## src/rtl/clint_multi_apb_if.sv

```systemverilog
// APB slave bus bundle for the multi-hart CLINT.
// XLEN selects the data width (32 or 64); strobes are XLEN/8 bits wide.
interface clint_multi_apb_if #(
    parameter int XLEN = 64
);
    logic                PSEL;
    logic [15:0]         PADDR;
    logic [XLEN-1:0]     PWDATA;
    logic [XLEN/8-1:0]   PSTRB;
    logic                PWRITE;
    logic                PENABLE;
    logic [XLEN-1:0]     PRDATA;
    logic                PREADY;

    modport master (
        output PSEL, PADDR, PWDATA, PSTRB, PWRITE, PENABLE,
        input  PRDATA, PREADY
    );

    modport slave (
        input  PSEL, PADDR, PWDATA, PSTRB, PWRITE, PENABLE,
        output PRDATA, PREADY
    );
endinterface

```

## src/rtl/clint_multi_apb.sv

```systemverilog
// Multi-hart core-local interruptor on APB.
// One shared 64-bit MTIME advanced by a TICKDIV prescaler, plus per-hart
// MSIP and MTIMECMP registers driving software and timer interrupt lines.
// Optional macro CLINT_SSWI_EN adds per-hart SETSSIP registers at 0xC000+4h
// driving SSwInt; without it SSwInt is tied low and the region reads 0.
// All register byte lanes are decoded generically from their byte address,
// so the same logic serves XLEN=32 and XLEN=64.
module clint_multi_apb #(
    parameter int XLEN    = 64,
    parameter int NHARTS  = 1,
    parameter int TICKDIV = 1
) (
    input  logic                 PCLK,
    input  logic                 PRESET,
    clint_multi_apb_if.slave     apb,
    output logic [63:0]          MTIME,
    output logic [NHARTS-1:0]    MTimerInt,
    output logic [NHARTS-1:0]    MSwInt,
    output logic [NHARTS-1:0]    SSwInt
);
    localparam int              BPW        = XLEN / 8;
    localparam int              LB         = $clog2(BPW);
    localparam logic [15:0]     ENTRY_MASK = ~16'(BPW - 1);
    localparam logic [15:0]     MTIME_ADDR = 16'hBFF8;

    logic            wr_en;
    logic [15:0]     addr_al;

    assign wr_en      = apb.PSEL & apb.PWRITE & apb.PENABLE;
    assign addr_al    = apb.PADDR & ENTRY_MASK;
    assign apb.PREADY = 1'b1;

    logic [15:0]     presc_q, presc_d;
    logic            tick;
    logic [63:0]     mtime_q, mtime_d, mtime_wdata;
    logic            mtime_wr;
    logic [15:0]     m_addr;
    logic [LB-1:0]   m_lane;
    logic [XLEN-1:0] mtime_rd;
    logic [XLEN-1:0] prdata_q, prdata_d;
    logic [XLEN-1:0] hart_rd [NHARTS];

    // Prescaler: free-running 0..TICKDIV-1, tick on the terminal count.
    always_comb begin
        tick    = (presc_q == 16'(TICKDIV - 1));
        presc_d = tick ? 16'd0 : presc_q + 16'd1;
    end

    // MTIME byte decode: bus writes win over the tick increment.
    always_comb begin
        mtime_wr    = 1'b0;
        mtime_wdata = mtime_q;
        mtime_rd    = '0;
        m_addr      = '0;
        m_lane      = '0;
        for (int b = 0; b < 8; b++) begin
            m_addr = MTIME_ADDR + 16'(b);
            if ((m_addr & ENTRY_MASK) == addr_al) begin
                m_lane = m_addr[LB-1:0];
                mtime_rd[8*m_lane +: 8] = mtime_q[8*b +: 8];
                if (wr_en && apb.PSTRB[m_lane]) begin
                    mtime_wdata[8*b +: 8] = apb.PWDATA[8*m_lane +: 8];
                    mtime_wr              = 1'b1;
                end
            end
        end
        mtime_d = mtime_wr ? mtime_wdata : (tick ? mtime_q + 64'd1 : mtime_q);
    end

    // Read mux: every decoded source ORs into its own lanes.
    always_comb begin
        prdata_d = mtime_rd;
        for (int h = 0; h < NHARTS; h++) begin
            prdata_d = prdata_d | hart_rd[h];
        end
    end

    // Shared timebase and registered read data.
    always_ff @(posedge PCLK) begin
        if (PRESET) begin
            presc_q  <= '0;
            mtime_q  <= '0;
            prdata_q <= '0;
        end else begin
            presc_q  <= presc_d;
            mtime_q  <= mtime_d;
            prdata_q <= prdata_d;
        end
    end

    assign MTIME      = mtime_q;
    assign apb.PRDATA = prdata_q;

    genvar gi;
    generate
        for (gi = 0; gi < NHARTS; gi++) begin : g_hart
            localparam logic [15:0] CMP_BASE  = 16'h4000 + 16'(8 * gi);
            localparam logic [15:0] MSIP_ADDR = 16'(4 * gi);
            localparam int          MSIP_LANE = (4 * gi) % BPW;

            logic [63:0]     cmp_q, cmp_d;
            logic            msip_q, msip_d;
            logic            mtip_q;
            logic [15:0]     c_addr;
            logic [LB-1:0]   c_lane;
            logic [XLEN-1:0] rd;
            logic [XLEN-1:0] ssip_rd;

            // MTIMECMP byte lanes and MSIP bit 0 decode for this hart.
            always_comb begin
                cmp_d  = cmp_q;
                msip_d = msip_q;
                rd     = '0;
                c_addr = '0;
                c_lane = '0;
                for (int b = 0; b < 8; b++) begin
                    c_addr = CMP_BASE + 16'(b);
                    if ((c_addr & ENTRY_MASK) == addr_al) begin
                        c_lane = c_addr[LB-1:0];
                        rd[8*c_lane +: 8] = cmp_q[8*b +: 8];
                        if (wr_en && apb.PSTRB[c_lane]) begin
                            cmp_d[8*b +: 8] = apb.PWDATA[8*c_lane +: 8];
                        end
                    end
                end
                if ((MSIP_ADDR & ENTRY_MASK) == addr_al) begin
                    rd[8*MSIP_LANE] = msip_q;
                    if (wr_en && apb.PSTRB[MSIP_LANE]) begin
                        msip_d = apb.PWDATA[8*MSIP_LANE];
                    end
                end
            end

            // Per-hart state; timer compare uses this cycle's register values.
            always_ff @(posedge PCLK) begin
                if (PRESET) begin
                    cmp_q  <= '1;
                    msip_q <= 1'b0;
                    mtip_q <= 1'b0;
                end else begin
                    cmp_q  <= cmp_d;
                    msip_q <= msip_d;
                    mtip_q <= (mtime_q >= cmp_q);
                end
            end

`ifdef CLINT_SSWI_EN
            localparam logic [15:0] SSIP_ADDR = 16'hC000 + 16'(4 * gi);
            localparam int          SSIP_LANE = (4 * gi) % BPW;

            logic ssip_q, ssip_d;

            // SETSSIP bit 0: plain read/write flag.
            always_comb begin
                ssip_d  = ssip_q;
                ssip_rd = '0;
                if ((SSIP_ADDR & ENTRY_MASK) == addr_al) begin
                    ssip_rd[8*SSIP_LANE] = ssip_q;
                    if (wr_en && apb.PSTRB[SSIP_LANE]) begin
                        ssip_d = apb.PWDATA[8*SSIP_LANE];
                    end
                end
            end

            // Supervisor software interrupt flop.
            always_ff @(posedge PCLK) begin
                if (PRESET) begin
                    ssip_q <= 1'b0;
                end else begin
                    ssip_q <= ssip_d;
                end
            end

            assign SSwInt[gi] = ssip_q;
`else
            assign ssip_rd    = '0;
            assign SSwInt[gi] = 1'b0;
`endif

            assign hart_rd[gi]   = rd | ssip_rd;
            assign MTimerInt[gi] = mtip_q;
            assign MSwInt[gi]    = msip_q;
        end
    endgenerate
endmodule
```

## src/flat_wrapper.sv

```systemverilog
// flat-port wrapper written by rule: the top's interface ports become plain ports
module clint_multi_apb_flat 
#(
    parameter int XLEN    = 64,
    parameter int NHARTS  = 1,
    parameter int TICKDIV = 1
)
  (PCLK, PRESET, MTIME, MTimerInt, MSwInt, SSwInt, apb_PSEL, apb_PADDR, apb_PWDATA, apb_PSTRB, apb_PWRITE, apb_PENABLE, apb_PRDATA, apb_PREADY);
  clint_multi_apb_if #(.XLEN(XLEN)) apb_i ();
  input  logic PCLK;
  input  logic PRESET;
  output logic [63:0] MTIME;
  output logic [NHARTS-1:0] MTimerInt;
  output logic [NHARTS-1:0] MSwInt;
  output logic [NHARTS-1:0] SSwInt;
  input wire logic [$bits(apb_i.PSEL)-1:0] apb_PSEL;
  input wire logic [$bits(apb_i.PADDR)-1:0] apb_PADDR;
  input wire logic [$bits(apb_i.PWDATA)-1:0] apb_PWDATA;
  input wire logic [$bits(apb_i.PSTRB)-1:0] apb_PSTRB;
  input wire logic [$bits(apb_i.PWRITE)-1:0] apb_PWRITE;
  input wire logic [$bits(apb_i.PENABLE)-1:0] apb_PENABLE;
  output wire logic [$bits(apb_i.PRDATA)-1:0] apb_PRDATA;
  output wire logic [$bits(apb_i.PREADY)-1:0] apb_PREADY;
  assign apb_i.PSEL = apb_PSEL;
  assign apb_i.PADDR = apb_PADDR;
  assign apb_i.PWDATA = apb_PWDATA;
  assign apb_i.PSTRB = apb_PSTRB;
  assign apb_i.PWRITE = apb_PWRITE;
  assign apb_i.PENABLE = apb_PENABLE;
  assign apb_PRDATA = apb_i.PRDATA;
  assign apb_PREADY = apb_i.PREADY;
  clint_multi_apb #(.XLEN(XLEN), .NHARTS(NHARTS), .TICKDIV(TICKDIV)) u_core (.PCLK(PCLK), .PRESET(PRESET), .apb(apb_i), .MTIME(MTIME), .MTimerInt(MTimerInt), .MSwInt(MSwInt), .SSwInt(SSwInt));
endmodule
```

## config.mk

```make
export PLATFORM = sky130hd
export DESIGN_NAME = clint_multi_apb_flat
export DESIGN_NICKNAME = d
export VERILOG_FILES = /design/src/rtl/clint_multi_apb_if.sv /design/src/rtl/clint_multi_apb.sv /design/src/flat_wrapper.sv
export SDC_FILE = /design/constraint.sdc
export NUM_CORES = 1
export LEC_CHECK = 0
export CORE_MARGIN = 2
export CORE_UTILIZATION = 47
export CTS_BUF_LIST = sky130_fd_sc_hd__clkbuf_16
export DETAILED_ROUTE_END_ITERATION = 10
export PLACE_DENSITY = 0.83
export SYNTH_ARGS = -nofsm -noshare
export SYNTH_HDL_FRONTEND = slang
export SYNTH_SLANG_ARGS = --single-unit
```

## constraint.sdc

```tcl
create_clock -name PCLK -period 2.5 [get_ports PCLK]
set_input_delay 0.5 -clock PCLK [delete_from_list [all_inputs] [get_ports PCLK]]
set_output_delay 0.5 -clock PCLK [all_outputs]
set_load 0.005 [all_outputs]
```

# Yosys cells after proc, flatten, opt, wreduce, memory -nomap -nowiden
# Index checks and enable logic that the tools add are counted.
[totals]
register_bits = 210
word_cells = 117
[op_classes]
add_sub_neg = 2
order_cmp = 1
eq_ne = 11
muxes = 51
bitwise_logic = 3
reduce_logical = 29
[op_table]
columns = ["op", "n"]
rows = [
  ["2-to-1 mux 8 bit", 32],
  ["2-to-1 mux 64 bit", 2],
  ["adder 64 x 1 -> 64 bit (second input constant)", 1],
  ["greater-or-equal comparator 64 bit", 1],
  ["OR 64 bit", 1],
  ["logical NOT 16 bit", 2],
  ["AND reduction 3 bit", 8],
  ["!= test 2 bit (second input constant)", 9],
  ["AND reduction 2 bit", 9],
  ["2-to-1 mux 1 bit", 17],
  ["adder 16 x 1 -> 16 bit (second input constant)", 1],
  ["== test 12 x 13 -> 1 bit (first input constant)", 1],
  ["== test 13 bit (first input constant)", 1],
  ["logical AND 1 bit", 8],
  ["bitwise AND 1 bit", 2],
  ["nonzero test 2 bit", 1],
  ["OR reduction 2 bit", 1],
]

# Depth between registers and ports, before layout
[logic_depth]
depth_word = 21
mapped_depth = 10
ltp_nobuf = 8

# Least setup slack after synthesis
# Ideal clock, no wire load.
[synth_timing]
kind = "input-to-reg"
from = "input apb_PSTRB[4]"
to = "register u_core.mtime_q[29] (netlist: u_core.MTIME[29])"
arrival_time_ps = 2324
setup_slack_ps = 102
stages = 7
path_buffers = 1
cell_sequence = "clkbuf_1 -> nor4_1 -> a21boi_1 -> a21o_1 -> or3_1 -> or4b_1 -> a31oi_1"
[synth_between]
elab_chain_cells = 11
word_cells_on_any_way = 14
cone_classes = "2 x eq/ne; 9 x mux; 3 x reduce/logical"
[synth_rtl]
columns = ["element", "line_no", "text"]
rows = [
  ["start, declared", "flat_wrapper.sv:19", "input wire logic [$bits(apb_i.PSTRB)-1:0] apb_PSTRB;"],
  ["logical AND 1 bit *", "clint_multi_apb.sv:61", "if (wr_en && apb.PSTRB[m_lane]) begin"],
  ["2-to-1 mux 1 bit *", "clint_multi_apb.sv:61", ""],
  ["2-to-1 mux 1 bit *", "clint_multi_apb.sv:58", "if ((m_addr & ENTRY_MASK) == addr_al) begin"],
  ["2-to-1 mux 1 bit", "clint_multi_apb.sv:61", ""],
  ["2-to-1 mux 1 bit *", "clint_multi_apb.sv:58", ""],
  ["2-to-1 mux 1 bit", "clint_multi_apb.sv:61", ""],
  ["2-to-1 mux 1 bit *", "clint_multi_apb.sv:58", ""],
  ["2-to-1 mux 1 bit", "clint_multi_apb.sv:61", ""],
  ["2-to-1 mux 1 bit *", "clint_multi_apb.sv:58", ""],
  ["!= test 2 bit (no line) or nonzero test 2 bit (tied branches)", "--", ""],
  ["AND reduction 3 bit (no line)", "--", ""],
  ["end signal, assigned", "clint_multi_apb.sv:86", "mtime_q <= mtime_d;"],
  ["end, declared", "clint_multi_apb.sv:35", "logic [63:0] mtime_q, mtime_d, mtime_wdata;"],
]
# Every way passes the cells marked *; elsewhere a longest branch is shown, timed or not.
# A chain may end at the register's enable or synchronous reset.

# Worst setup path in the final report
[layout_timing]
from = "register u_core.presc_q[0]"
to = "register u_core.mtime_q[34] (netlist: u_core.MTIME[34])"
[layout_between]
elab_chain_cells = 3
[layout_rtl]
columns = ["element", "line_no", "text"]
rows = [
  ["start, declared", "clint_multi_apb.sv:33", "logic [15:0] presc_q, presc_d;"],
  ["start signal, assigned", "clint_multi_apb.sv:85", "presc_q <= presc_d;"],
  ["logical NOT 16 bit", "clint_multi_apb.sv:45", "tick = (presc_q == 16'(TICKDIV - 1));"],
  ["nonzero test 2 bit (no line)", "--", ""],
  ["AND reduction 3 bit (no line)", "--", ""],
]
# Every way passes these cells.

==> summary.txt <==
Logic synthesis
  • EDFF count, synth: 0
  • Synth Instances: 1377
  • Mapped Area: between 10000 and 15000 um2
  • Average cell area after synthesis: 8.192 um2
  • Synthesized flop and latch total: 210
  • Synthesis Warnings: 0
  • Syn nets: 1537
  • Register area share after synthesis: 0.3727
  • Distinct cells, synth: 80
  • Main synth FF type: dfxtp_1
  • Async SR Flop Fraction: 0

GRT
  • Grt ovf: 0
  • First-pass GRT wire length: 60270 um
  • Overall Global Routing Usage: 0.2856
  • Vias in the first global route: 11.83k
  • Largest net degree at the start of global routing: 77
  • Initial antenna violation count: 0

Critical path
  • Data arrival, critical path: between 2 and 3 ns
  • Data required time of the worst path: just under 3 ns
  • Setup slack, reg-to-reg: 0.06 ns
  • RR Startpoint: u_core.presc_q[0]
  • Critical path class: flop to flop
  • CP Max Fanout: 5
  • R2R cell count: 10
  • Critical path startpoint category: flop
  • Critical path capture point type: flop
  • RR Endpoint: u_core.MTIME[34]

Die
  • Die width: approximately 160 um
  • Io pins: between 200 and 250
  • Initial Utilization: 0.4792
  • Rows: between 50 and 60
  • Placeable Area: about 24000 um2
  • Die height: 158.9 um
  • Die area: 25260 um2

Final layout
  • Ant. Diodes: 0
  • Most frequent cells in the layout: clkdlybuf4s50_1, dfxtp_1, nor2_1
  • Nets: 1857
  • Final Util: 0.6720
  • # fillers: 1867
  • Most common cell after layout, fill and taps aside: clkdlybuf4s50_1
  • Layout Area Growth over Synthesis: 40.25%
  • Share of layout cells above drive strength 1: 0.1471

Drt
  • Detailed-route via count: 12.37k
  • Router iterations before antenna repair: 6
  • DRT antenna net count: 0
  • Total wire length: roughly 38000 um
  • Routed WL per cell: 18.62 um
  • DRT iter0 DRCs: between 1k and 1.5k
  • Residual DRC count: 0
  • Vias per std cell: 6.089

Power
  • Power after layout: 7.308 mW
  • Power per Cell Area: approximately 460 nW/um2
  • Leak Pwr: 6.842 nW
  • Peak VDD IR: roughly 0.40 mV

Hold path
  • Hold Crit Class: input port to flop
  • WHS Path Cells: 2
  • WHS Endpoint: u_core.apb.PRDATA[61]
  • Hold wc startpoint: PRESET

Clocking
  • Root buffer cell: clkbuf_16
  • Worst-Skew Late Latency: 0.52 ns
  • Clk sinks: 210
  • Total CTS buffers: 24
  • CTS tree: yes
  • CTS clock-pin slew for the worst setup and hold paths: about 0.06 ns
  • Htree depth: 1
  • Cts-stage hold buffer count: 0
  • Maximum root-to-sink buffer count: 3

Placement
  • Dpl hpwl: 27960 um
  • Placer Congestion: 0.9951
  • Port Buffers: roughly 220
  • Pre-CTS setup slack: -0.5094 ns

STA
  • Tmin final: approximately 2.4 ns
  • Setup Skew: 0.009987 ns
  • Hold Vio Cnt, Final: 0
  • FMAX: roughly 410 MHz
  • Worst Tran Pin Value: 0.6429 ns
  • Max-slew violations: 0
  • Setup TNS: 0 ns
  • RSZ-0062 raised after global routing: true
  • Fin worst setup slack: 0.06036 ns
  • Tcrit/Tclk final: 0.9759
  • Rel. slew slack: 0.5714
  • Finish-stage setup viols: 0

Flow run
  • MaxCap Viol Count: 0

Status
  • Status: finished, final reports clean
==> critical path, cell delays in order (launching register included) <==
cell,delay [ns]
dfxtp_1,0.31
inv_1,0.05
ha_1,0.17
nor4b_4,0.22
nand4_1,0.28
a21o_4,0.31
buf_12,0.13
nor3_1,0.18
buf_4,0.16
mux2_2,0.34
nor3_1,0.19
==> what timing repair did <==
item / 4_1_cts / 5_1_grt
pin swaps: 1 / 11
resized for setup: 2 / 24
endpoints found under the setup margin: 3 / 26
buffers inserted: 0 / 4
endpoints found under the hold margin: 0 / 0
==> power breakdown <==
part	leakage, nW	switching [mW]	internal, mW
Clock	0.415	1.40	2.20
Sequential	1.70	0.00626	3.35
Combinational	4.73	0.167	0.175
==> worst max-delay path by stage <==
| stage | from | endpoint | slack, ns | cells after the start |
|---|---|---|---|---|
| 6_report | u_core.presc_q[0] | u_core.MTIME[34] | 0.06 | 10 |
| 5_1_grt | u_core.presc_q[1] | u_core.MTIME[34] | -0.05 | 10 |
| 4_1_cts | u_core.MTIME[0] | u_core.MTimerInt | 0.007 | 8 |
| 3_5_place_dp | apb_PSTRB[5] | u_core.MTIME[57] | -0.51 | 10 |
| 3_3_place_gp | apb_PSTRB[0] | u_core.MTIME[29] | -0.50 | 8 |
| 2_1_floorplan | apb_PSTRB[4] | u_core.MTIME[29] | 0.10 | 7 |
==> sequential cells by signal (all words and copies together) (netlist names) <==
signal               cells
u_core.presc_q          16
u_core.apb.PRDATA       64
u_core.MTimerInt         1
u_core.MTIME            64
u_core.MSwInt            1
u_core.g_hart.cmp_q     64
==> final cells by class <==
class / count / area [um2] / share of cell area
flip-flops and latches: 210 / 4215 / 0.2664
inverters: 79 / 296.5 / 0.01874
repair buffers: 392 / 3640 / 0.2301
clock buffers: 25 / 625.6 / 0.03954
clock inverters: 17 / 177.7 / 0.01123
multi-input cells: 990 / 6467 / 0.4088
well taps: 319 / 399.1 / 0.02523
==> synth_stat cells (all sizes together), types with 8 or more instances <==
cell / number / area, um2
buf: 25 / 128.9
or3: 8 / 50.05
xnor2: 8 / 70.07
nand4: 40 / 280.3
clkbuf: 73 / 274.0
and3: 49 / 307.8
a211oi: 17 / 127.6
nor4: 24 / 165.2
o22ai: 8 / 50.05
ha: 67 / 838.3
o21bai: 8 / 60.06
a31oi: 16 / 100.1
a21o: 14 / 105.1
nor2: 197 / 747.0
and4: 16 / 140.1
a311o: 11 / 110.1
inv: 79 / 296.5
nand3: 61 / 320.3
nand2: 72 / 272.8
o21ai: 37 / 185.2
a21oi: 70 / 354.1
nor3: 36 / 191.4
a211o: 49 / 429.2
a22oi: 67 / 503.0
mux2: 8 / 90.08
dfxtp: 210 / 4204
==> cell families after synthesis <==
group	after synthesis	synth area share
compound gates	353	0.2224
xor+xnor	15	0.01165
fa+ha+maj	67	0.07431
buf+inv	177	0.06200
flops	210	0.3727
mux	12	0.01153
other cells	2	0.0006657
simple gates	541	0.2448
==> per-layer routing <==
layer  GRT usage  up-vias  part of all wire
met5           0        -                 0
met2      0.4843      735              0.47
met1      0.3603     5822              0.40
met4      0.1083        0             0.029
met3     0.05590      100              0.10
li1            -     5715                 -
==> metrics by stage <==
stage                     area, um2  hold WS (ns)  cells
final                         15820        0.3076   2032
after global routing          15820        0.3137   2032
after CTS                     15700        0.2933   2028
after detailed placement      14880        0.4760   1986
after global placement        14880        0.4713   1986
after floorplan               11280        0.4418   1377
(Power assumes the default switching activity.)
